[config.mk]
export PLATFORM = sky130hd
export DESIGN_NAME = mdu_pipelined
export DESIGN_NICKNAME = d
export VERILOG_FILES = /design/src/rtl/mdu_pipelined.sv
export SDC_FILE = /design/constraint.sdc
export NUM_CORES = 2
export LEC_CHECK = 0
export ABC_AREA = 1
export CORE_ASPECT_RATIO = 0.7
export CORE_UTILIZATION = 27
export DETAILED_ROUTE_END_ITERATION = 10
export PLACE_DENSITY = 0.48
export SYNTH_ARGS = -nofsm -noshare
export SYNTH_HDL_FRONTEND = slang
export SYNTH_SLANG_ARGS = --single-unit
export TNS_END_PERCENT = 1
[constraint.sdc]
create_clock -name clk -period 8.3 [get_ports clk]
set_input_delay 1.245 -clock clk [delete_from_list [all_inputs] [get_ports clk]]
set_output_delay 1.245 -clock clk [all_outputs]
set_load 0.01 [all_outputs]
[src/rtl/mdu_pipelined.sv]
// Pipelined RV M-extension multiply/divide unit with handshake, back-to-back issue and kill.
// Optional macro MDU_DIV_EARLY_OUT_EN: finish a divide in one cycle when |dividend| < |divisor|.

package mdu_pkg;
   typedef enum logic [4:0] {
      ALU_ADD    = 5'd0,
      ALU_SUB    = 5'd1,
      ALU_AND    = 5'd2,
      ALU_OR     = 5'd3,
      ALU_XOR    = 5'd4,
      ALU_SLL    = 5'd5,
      ALU_SRL    = 5'd6,
      ALU_SRA    = 5'd7,
      ALU_SLT    = 5'd8,
      ALU_SLTU   = 5'd9,
      ALU_LUI    = 5'd10,
      ALU_MUL    = 5'd11,
      ALU_MULH   = 5'd12,
      ALU_MULHSU = 5'd13,
      ALU_MULHU  = 5'd14,
      ALU_DIV    = 5'd15,
      ALU_DIVU   = 5'd16,
      ALU_REM    = 5'd17,
      ALU_REMU   = 5'd18
   } alu_control_t;
endpackage

module mdu_pipelined
   import mdu_pkg::*;
#(
   parameter int XLEN       = 32,
   parameter int DIV_BITS   = 1,
   parameter int MUL_STAGES = 0
) (
   input  logic              clk,
   input  logic              rst,
   input  logic [XLEN-1:0]   src1,
   input  logic [XLEN-1:0]   src2,
   input  alu_control_t      mdu_control,
   input  logic              req_valid,
   output logic              req_ready,
   input  logic              kill,
   output logic              res_valid,
   input  logic              res_ack,
   output logic [XLEN-1:0]   mdu_result
);

   localparam int N_ITER = XLEN / DIV_BITS;
   localparam int CNT_W  = $clog2(XLEN + 1);
   localparam logic [CNT_W-1:0] DIV_LAST = CNT_W'(N_ITER - 1);
   localparam logic [CNT_W-1:0] MUL_LAST = CNT_W'((MUL_STAGES > 0) ? (MUL_STAGES - 1) : 0);
   localparam logic [XLEN-1:0]  MIN_VAL  = {1'b1, {(XLEN-1){1'b0}}};

   typedef enum logic [1:0] {
      IDLE = 2'd0,
      MUL  = 2'd1,
      DIV  = 2'd2,
      DONE = 2'd3
   } state_t;

   function automatic logic [XLEN-1:0] negate(input logic [XLEN-1:0] v);
      return ~v + XLEN'(1'b1);
   endfunction

   function automatic logic [XLEN-1:0] abs_val(input logic [XLEN-1:0] v, input logic sgn);
      return (sgn && v[XLEN-1]) ? negate(v) : v;
   endfunction

   state_t             state_r, state_n;
   logic [CNT_W-1:0]   cnt_r;
   logic               res_valid_r, valid_n;
   logic [XLEN-1:0]    mdu_result_r, result_n;

   logic [XLEN-1:0]    src1_r, src2_r;
   logic               a_signed_r, b_signed_r, mul_hi_r, rem_sel_r;
   logic               dz_r, ovf_r, q_neg_r, r_neg_r;
   logic [XLEN-1:0]    quo_r, rem_r, dvs_r;

   logic               is_mul_s, is_div_s, a_signed_s, b_signed_s, mul_hi_s;
   logic               div_signed_s, rem_sel_s;
   logic               req_ready_s, accept_s;
   state_t             target_s;

   logic [XLEN-1:0]    step_quo_s, step_rem_s;
   logic [XLEN:0]      trial_s;
   logic               early_s, div_fast_s;
   logic [XLEN-1:0]    div_res_s, mul_res_s;
   logic               load_div_s, load_mul_s;

   logic [2*XLEN-1:0]  a_ext_s, b_ext_s, prod_s, mul_tail_s;

   // Operation decode; codes outside the M extension decode to neither unit.
   always_comb begin
      is_mul_s     = 1'b0;
      is_div_s     = 1'b0;
      a_signed_s   = 1'b0;
      b_signed_s   = 1'b0;
      mul_hi_s     = 1'b0;
      div_signed_s = 1'b0;
      rem_sel_s    = 1'b0;
      case (mdu_control)
         ALU_MUL:    is_mul_s = 1'b1;
         ALU_MULH:   begin is_mul_s = 1'b1; mul_hi_s = 1'b1; a_signed_s = 1'b1; b_signed_s = 1'b1; end
         ALU_MULHSU: begin is_mul_s = 1'b1; mul_hi_s = 1'b1; a_signed_s = 1'b1; end
         ALU_MULHU:  begin is_mul_s = 1'b1; mul_hi_s = 1'b1; end
         ALU_DIV:    begin is_div_s = 1'b1; div_signed_s = 1'b1; end
         ALU_DIVU:   is_div_s = 1'b1;
         ALU_REM:    begin is_div_s = 1'b1; div_signed_s = 1'b1; rem_sel_s = 1'b1; end
         ALU_REMU:   begin is_div_s = 1'b1; rem_sel_s = 1'b1; end
         default:    is_mul_s = 1'b0;
      endcase
   end

   assign req_ready_s = !kill && ((state_r == IDLE) ||
                                  ((state_r == DONE) && res_valid_r && res_ack));
   assign accept_s    = req_valid && req_ready_s && (is_mul_s || is_div_s);
   assign target_s    = is_div_s ? DIV : ((MUL_STAGES == 0) ? DONE : MUL);

   // Restoring divider: DIV_BITS chained shift/trial-subtract steps per cycle.
   always_comb begin
      step_rem_s = rem_r;
      step_quo_s = quo_r;
      trial_s    = '0;
      for (int i = 0; i < DIV_BITS; i++) begin
         trial_s = {step_rem_s, step_quo_s[XLEN-1]} - {1'b0, dvs_r};
         if (!trial_s[XLEN]) begin
            step_rem_s = trial_s[XLEN-1:0];
            step_quo_s = {step_quo_s[XLEN-2:0], 1'b1};
         end else begin
            step_rem_s = {step_rem_s[XLEN-2:0], step_quo_s[XLEN-1]};
            step_quo_s = {step_quo_s[XLEN-2:0], 1'b0};
         end
      end
   end

`ifdef MDU_DIV_EARLY_OUT_EN
   // quo_r still holds |dividend| in the first busy cycle.
   assign early_s = (cnt_r == '0) && !dz_r && (quo_r < dvs_r);
`else
   assign early_s = 1'b0;
`endif

   assign div_fast_s = dz_r || ovf_r || early_s;

   // Final divide result including special cases and sign correction.
   always_comb begin
      div_res_s = '0;
      if (dz_r) begin
         div_res_s = rem_sel_r ? src1_r : '1;
      end else if (ovf_r) begin
         div_res_s = rem_sel_r ? '0 : MIN_VAL;
      end else if (early_s) begin
         div_res_s = rem_sel_r ? src1_r : '0;
      end else if (rem_sel_r) begin
         div_res_s = r_neg_r ? negate(step_rem_s) : step_rem_s;
      end else begin
         div_res_s = q_neg_r ? negate(step_quo_s) : step_quo_s;
      end
   end

   // Sign-extending both operands to 2*XLEN makes one unsigned multiply cover all variants.
   assign a_ext_s = {{XLEN{a_signed_r & src1_r[XLEN-1]}}, src1_r};
   assign b_ext_s = {{XLEN{b_signed_r & src2_r[XLEN-1]}}, src2_r};
   assign prod_s  = a_ext_s * b_ext_s;

   generate
      if (MUL_STAGES == 0) begin : g_no_pipe
         assign mul_tail_s = prod_s;
      end else begin : g_pipe
         logic [2*XLEN-1:0] pipe_r [MUL_STAGES];
         // Product retiming stages behind the multiplier.
         always_ff @(posedge clk or posedge rst) begin
            if (rst) begin
               for (int i = 0; i < MUL_STAGES; i++) pipe_r[i] <= '0;
            end else begin
               pipe_r[0] <= prod_s;
               for (int i = 1; i < MUL_STAGES; i++) pipe_r[i] <= pipe_r[i-1];
            end
         end
         assign mul_tail_s = pipe_r[MUL_STAGES-1];
      end
   endgenerate

   assign mul_res_s = mul_hi_r ? mul_tail_s[2*XLEN-1:XLEN] : mul_tail_s[XLEN-1:0];

   // A multiply enters DONE with its result one cycle behind, so DONE without res_valid loads it.
   assign load_mul_s = (state_r == DONE) && !res_valid_r && !kill;
   assign load_div_s = (state_r == DIV) && !kill && (div_fast_s || (cnt_r == DIV_LAST));

   // Next-state logic.
   always_comb begin
      state_n = state_r;
      case (state_r)
         IDLE: begin
            if (accept_s) state_n = target_s;
            else          state_n = IDLE;
         end
         MUL: begin
            if (kill)                    state_n = IDLE;
            else if (cnt_r == MUL_LAST)  state_n = DONE;
            else                         state_n = MUL;
         end
         DIV: begin
            if (kill)                                      state_n = IDLE;
            else if (div_fast_s || (cnt_r == DIV_LAST))    state_n = DONE;
            else                                           state_n = DIV;
         end
         DONE: begin
            if (kill) begin
               state_n = IDLE;
            end else if (res_valid_r && res_ack) begin
               if (accept_s) state_n = target_s;
               else          state_n = IDLE;
            end else begin
               state_n = DONE;
            end
         end
         default: state_n = IDLE;
      endcase
   end

   // Result register next values; the result is forced to zero whenever res_valid drops.
   always_comb begin
      valid_n  = load_div_s || load_mul_s ||
                 ((state_r == DONE) && res_valid_r && !res_ack && !kill);
      result_n = '0;
      if (load_div_s)      result_n = div_res_s;
      else if (load_mul_s) result_n = mul_res_s;
      else if (valid_n)    result_n = mdu_result_r;
      else                 result_n = '0;
   end

   // State, counter, operand latches and divider datapath.
   always_ff @(posedge clk or posedge rst) begin
      if (rst) begin
         state_r      <= IDLE;
         cnt_r        <= '0;
         res_valid_r  <= 1'b0;
         mdu_result_r <= '0;
         src1_r       <= '0;
         src2_r       <= '0;
         a_signed_r   <= 1'b0;
         b_signed_r   <= 1'b0;
         mul_hi_r     <= 1'b0;
         rem_sel_r    <= 1'b0;
         dz_r         <= 1'b0;
         ovf_r        <= 1'b0;
         q_neg_r      <= 1'b0;
         r_neg_r      <= 1'b0;
         quo_r        <= '0;
         rem_r        <= '0;
         dvs_r        <= '0;
      end else begin
         state_r      <= state_n;
         res_valid_r  <= valid_n;
         mdu_result_r <= result_n;
         if (accept_s) begin
            cnt_r      <= '0;
            src1_r     <= src1;
            src2_r     <= src2;
            a_signed_r <= a_signed_s;
            b_signed_r <= b_signed_s;
            mul_hi_r   <= mul_hi_s;
            rem_sel_r  <= rem_sel_s;
            dz_r       <= (src2 == '0);
            ovf_r      <= div_signed_s && (src1 == MIN_VAL) && (src2 == '1);
            q_neg_r    <= div_signed_s && (src1[XLEN-1] ^ src2[XLEN-1]);
            r_neg_r    <= div_signed_s && src1[XLEN-1];
            quo_r      <= abs_val(src1, div_signed_s);
            rem_r      <= '0;
            dvs_r      <= abs_val(src2, div_signed_s);
         end else if (state_r == DIV) begin
            cnt_r <= cnt_r + CNT_W'(1'b1);
            quo_r <= step_quo_s;
            rem_r <= step_rem_s;
         end else if (state_r == MUL) begin
            cnt_r <= cnt_r + CNT_W'(1'b1);
         end else begin
            cnt_r <= '0;
         end
      end
   end

   assign req_ready  = req_ready_s;
   assign res_valid  = res_valid_r;
   assign mdu_result = mdu_result_r;

endmodule

# Word level (Yosys, flattened, before mapping)

Index checks and enable logic that the tools add are counted.
W data, S select, Z words.

Add/sub/neg operators: 6
Multipliers: 1
Equal/unequal tests: 15
Mux-type cells: 38
Bitwise gates (word level): 7
Reductions and logical operators: 36

Operator list:

| kind                    | number |
|---|---|
| $mux W32                | 18 |
| $add A32 B1 Y32 const B | 4 |
| $not A32 Y32            | 4 |
| $eq A32 B32 Y1 const B  | 2 |
| $mul A33 B33 Y64        | 1 |
| $sub A33 B32 Y33        | 1 |
| $logic_not A32 Y1       | 1 |
| $eq A5 B4 Y1 const B    | 5 |
| $mux W6                 | 3 |
| $logic_and A1 B1 Y1     | 17 |
| $eq A5 B5 Y1 const B    | 3 |
| $mux W2                 | 6 |
| $mux W1                 | 10 |
| $pmux W2 S4             | 1 |
| $reduce_or A4 Y1        | 2 |
| $add A6 B1 Y6 const B   | 1 |
| $eq A6 B5 Y1 const B    | 1 |
| $logic_not A6 Y1        | 1 |
| $logic_or A1 B1 Y1      | 6 |
| $reduce_or A2 Y1        | 3 |
| $eq A2 B2 Y1 const B    | 2 |
| $logic_not A1 Y1        | 3 |
| $ne A3 B1 Y1 const B    | 1 |
| $reduce_or A3 Y1        | 1 |
| other kinds (5)         | 6 |

Flip-flop bits (word level): 209
Bits of input ports: 74
Output and inout port bits: 34
Logic and storage cells: 120

# Logic depth before layout (Yosys ltp)

Depth after elaboration: 11
Depth in mapped cells: 37
Gate-level depth less buffers: 35

# Worst setup path before layout

Ideal clock, no wire load.

Path type: reg-to-reg
From: reg src1_r[31]
To: reg mdu_result_r[28], in the netlist mdu_result[28]
Setup time: 0.121 ns
Arrival time: 7.508 ns
Required time: 8.179 ns
Setup slack: 0.670 ns
Cell stages (with the launch flop): 30
Cell sequence: dfrtp_1 > clkbuf_1 > clkbuf_1 > nand2_1 > nor2_1 > fa_1 > inv_1 > fa_1 > inv_1 > fa_1 > fa_1 > inv_1 > fa_1 > inv_1 > fa_1 > inv_1 > fa_1 > fa_1 > inv_1 > ha_1 > a21oi_1 > inv_1 > a31oi_1 > o21ai_0 > a221oi_1 > o211ai_1 > xor2_1 > nand2_1 > a32oi_1 > nand2_1

Word-level cells in the longest chain between the ends: 5

RTL lines:

| element                | RTL line | source |
|---|---|---|
| start, declared        | 74       | `logic [XLEN-1:0] src1_r, src2_r;` |
| start signal, assigned | 259      | `src1_r <= src1;` |
| $and A1 B1 Y1          | 162      | `assign a_ext_s = {{XLEN{a_signed_r & src1_r[XLEN-1]}}, src1_r};` |
| $mul A33 B33 Y64 *     | 164      | `assign prod_s = a_ext_s * b_ext_s;` |
| $mux W32 *             | 184      | `assign mul_res_s = mul_hi_r ? mul_tail_s[2*XLEN-1:XLEN] : mul_tail_s[XLEN-1:0];` |
| $mux W32 *             | 228      | `else if (load_mul_s) result_n = mul_res_s;` |
| $mux W32 *             | 227      | `if (load_div_s) result_n = div_res_s;` |
| end signal, assigned   | 256      | `mdu_result_r <= result_n;` |
| end, declared          | 72       | `logic [XLEN-1:0] mdu_result_r, result_n;` |

Every way passes the cells marked *; elsewhere a longest branch is shown, timed or not.
A chain may end at the register's enable or synchronous reset.

# Final worst setup path

From: reg src1_r[21]
To: reg mdu_result_r[5], in the netlist mdu_result[5]

Word-level cells in the longest chain between the ends: 4

RTL lines:

| element          | RTL line |
|---|---|
| $mul A33 B33 Y64 | 164 |
| $mux W32         | 184 |
| $mux W32         | 228 |
| $mux W32         | 227 |

No other way between the ends.

==> impl_metrics.json <==
{
  "run_status": "complete, no violations",
  "core_area_um2": 200400,
  "cts_buffers": 26,
  "synthCells": 7242,
  "start_util_pct": 27.33,
  "numPortBuffers": 107,
  "die_area_um2": 204600,
  "synth_area_um2": 54760,
  "synth_seq_cells": 208,
  "synth_ff_type": "dfrtp_1",
  "drtPass1Iterations": 6,
  "drc_errors": 0,
  "seq_area_frac_synth_pct": 9.505,
  "boundaryPins": 108,
  "max_freq_mhz": 122.0,
  "slew_headroom_pct": 27.44,
  "yosys.area.top_type": "fa_1",
  "path_class": "reg -> reg",
  "whs_ps": 490.8,
  "worstSetupStartpoint": "src1_r[21]$_DFFE_PP0P_",
  "crit_path_top_delay_cell": "dfrtp_4",
  "cp-end-kind": "flop",
  "r2r_cells": 34,
  "fin_crit_sh_pct": 98.79,
  "cts-root-buf": "clkbuf_16",
  "ctsHoldBuffers": 0,
  "finalHoldViolCount": 0,
  "r2r-end": "mdu_result[5]$_DFFE_PP0P_",
  "cp.required_ps": 8800,
  "routedWlPerCell_um": 21.84,
  "grt_max_degree": 124,
  "yosys-top-cells-area": "fa_1 41%, inv_1 13%, nand2_1 13%, dfrtp_1 9.5%, ha_1 5.7%",
  "grt_antenna_before_repair": 8,
  "synth_top_area_share_pct": 41.17,
  "crit_end": "mdu_result[5]$_DFFE_PP0P_",
  "fillers": 21675,
  "viasPerCell": 4.712,
  "rsz0062_at_grt": "yes",
  "routabilityCongestion": 0.9746,
  "min_path_type": "reg -> reg",
  "grt_pass1_vias": 47550,
  "nNetsFinal": 8837,
  "final-setup-viol-count": 0,
  "drtAntennaViolNets": 0,
  "drive_gt1_share_pct": 7.480,
  "r2r-start": "src1_r[21]$_DFFE_PP0P_",
  "die_height_um": 378.8,
  "maxSlewViolCount": 0,
  "regArea_um2": 5224,
  "cts_tree": "yes",
  "final.min_clock_period_ps": 8199,
  "cp.arrival_ps": 8700,
  "ys_types": 60,
  "rows": 137,
  "post-dp-hpwl_um": 188100,
  "min_path_cells": 2,
  "syn_nets": 8693,
  "overflow": 0,
  "rrSetupSlack_ps": 100,
  "critPathLaunchType": "flop",
  "grt_first_pass_wirelength_um": 326600,
  "syn_to_final_growth_pct": 13.94,
  "maxCapViolations": 0,
  "avgSynthCellArea_um2": 7.561,
  "synth_edf_count": 0,
  "ys_async_sr_fraction_pct": 100.0,
  "multiInputGateArea_um2": 41010,
  "cts_buffer_depth": 3,
  "grtUsageTotal_pct": 21.68,
  "drt_iter0_drc": 4417,
  "htreeDepth": 1,
  "worstSkewPairLatency_ps": 640,
  "path_max_fanout": 10,
  "worstMarginPinSlew_ps": 1088,
  "slowest_delay_ps": 580,
  "yosys_warnings": 0,
  "clock-sinks": 208,
  "wl_um": 219600,
  "routed-via-count": 47361,
  "path_clk_slew_ps": 80,
  "die-width_um": 540.3,
  "finClkSkew_ps": 30.00
}
==> stage by stage <==
step / cells / cell area, um2 / setup WS, ps / util (%) / TNS, ps
after floorplan: 7242 / 54760 / 670.5 / - / 0
after global routing: 10049 / 62390 / -116.1 / 31.13 / -791.1
final: 10052 / 62390 / 100.6 / 31.14 / 0
after detailed placement: 9997 / 61300 / -152.3 / 30.59 / -307.0
after global placement: 9997 / 61300 / -310.7 / 30.59 / -1079
after CTS: 10045 / 62230 / 53.44 / 31.05 / 0
==> worst max-delay path: cells and delay by family (launching register included) <==
family,cells,cell delay (ps)
buf+inv,13,1450
simple gates,8,920
xor+xnor,1,90
fa+ha+maj,9,4480
flops,1,580
compound gates,3,530
==> cell type report <==
class                           instances  area share, %
Sequential cell                       208          8.372
Multi-Input combinational cell       4738          65.73
Clock inverter                         18         0.3549
Timing Repair Buffer                  474          7.408
Tap cell                             2641          5.296
Inverter                             1938          11.70
Antenna cell                            5        0.02005
Clock buffer                           30          1.115
==> sequential cells by signal (all words and copies together), names as in the netlist, 2 cells and up <==
signal      cells
rem_r          32
src2_r         32
mdu_result     32
state_r         2
src1_r         32
quo_r          32
dvs_r          31
cnt_r           6
==> how the worst min path moves through the flow <==
stage | from | to | slack [ps]
final | ovf_r$_DFFE_PP0P_ | ovf_r$_DFFE_PP0P_ | 490
after global routing | ovf_r$_DFFE_PP0P_ | ovf_r$_DFFE_PP0P_ | 510
after CTS | ovf_r$_DFFE_PP0P_ | ovf_r$_DFFE_PP0P_ | 490
after detailed placement | dvs_r[31]$_DFFE_PP0P_ | dvs_r[31]$_DFFE_PP0P_ | 470
after global placement | quo_r[29]$_DFFE_PP0P_ | quo_r[29]$_DFFE_PP0P_ | 460
after floorplan | dvs_r[31]$_DFFE_PP0P_ | dvs_r[31]$_DFFE_PP0P_ | 450
==> cell usage after synthesis (6+ instances only) <==
| cell type | number |
|---|---|
| a21boi_0 | 6 |
| a21oi_1 | 174 |
| a31oi_1 | 32 |
| a32oi_1 | 16 |
| buf_1 | 21 |
| buf_2 | 7 |
| clkbuf_1 | 322 |
| dfrtp_1 | 208 |
| fa_1 | 1126 |
| ha_1 | 251 |
| inv_1 | 1926 |
| inv_2 | 10 |
| nand2_1 | 1907 |
| nand2_2 | 27 |
| nand2_4 | 6 |
| nand3_1 | 205 |
| nand3b_1 | 12 |
| nand4_1 | 42 |
| nor2_1 | 322 |
| nor2_2 | 11 |
| nor3_1 | 35 |
| nor4_1 | 10 |
| o211ai_1 | 32 |
| o21a_1 | 17 |
| o21ai_0 | 260 |
| o21ai_1 | 12 |
| o21bai_1 | 13 |
| o221ai_1 | 29 |
| o22ai_1 | 45 |
| or2_2 | 15 |
| xnor2_1 | 24 |
| xor2_1 | 55 |
==> cells in the final DEF, fill, tap and decap left out, types with 13 or more instances in the layout <==
cell type	count
a21oi_1	168
a31oi_1	30
a32oi_1	16
buf_12	63
buf_4	302
clkbuf_16	26
clkdlybuf4s50_1	107
dfrtp_1	195
fa_1	1124
ha_1	249
inv_1	1919
nand2_1	1905
nand2_2	29
nand3_1	202
nand4_1	42
nor2_1	315
nor2_2	18
nor3_1	34
o211ai_1	32
o21a_1	17
o21ai_0	252
o21ai_1	18
o21bai_1	13
o221ai_1	29
o22ai_1	45
or2_2	15
xnor2_1	24
xor2_1	54
==> logic make-up (layout without fill, tap and decap cells) <==
group	after synthesis	after routing	share of synthesized area (%)
AO/OA/AOI/OAI	663	663	7.028
flip-flops	208	208	9.505
adder cells (fa/ha/maj)	1377	1377	46.90
buffers and inverters	2296	2460	15.84
AND/OR/NAND/NOR	2619	2619	19.47
other	0	5	0
XOR/XNOR	79	79	1.264
==> timing repair <==
item / CTS / global route
gates resized for setup: 9 / 46
endpoints found under the setup margin: 6 / 27
gates cloned: 0 / 0
pin swaps: 0 / 1
setup buffers: 0 / 2
==> routing by layer <==
| metal | routed length (um) | track usage, % | vias to the layer above |
|---|---|---|---|
| met5 | 12 | 0 | - |
| met4 | 2561 | 2.292 | 2 |
| met3 | 19860 | 4.977 | 142 |
| met2 | 84430 | 29.21 | 1617 |
| met1 | 112700 | 35.03 | 24217 |
| li1 | - | - | 21383 |
Power is not shown: default switching activity piles up to over one toggle a cycle in this logic, so the estimate is an artifact.
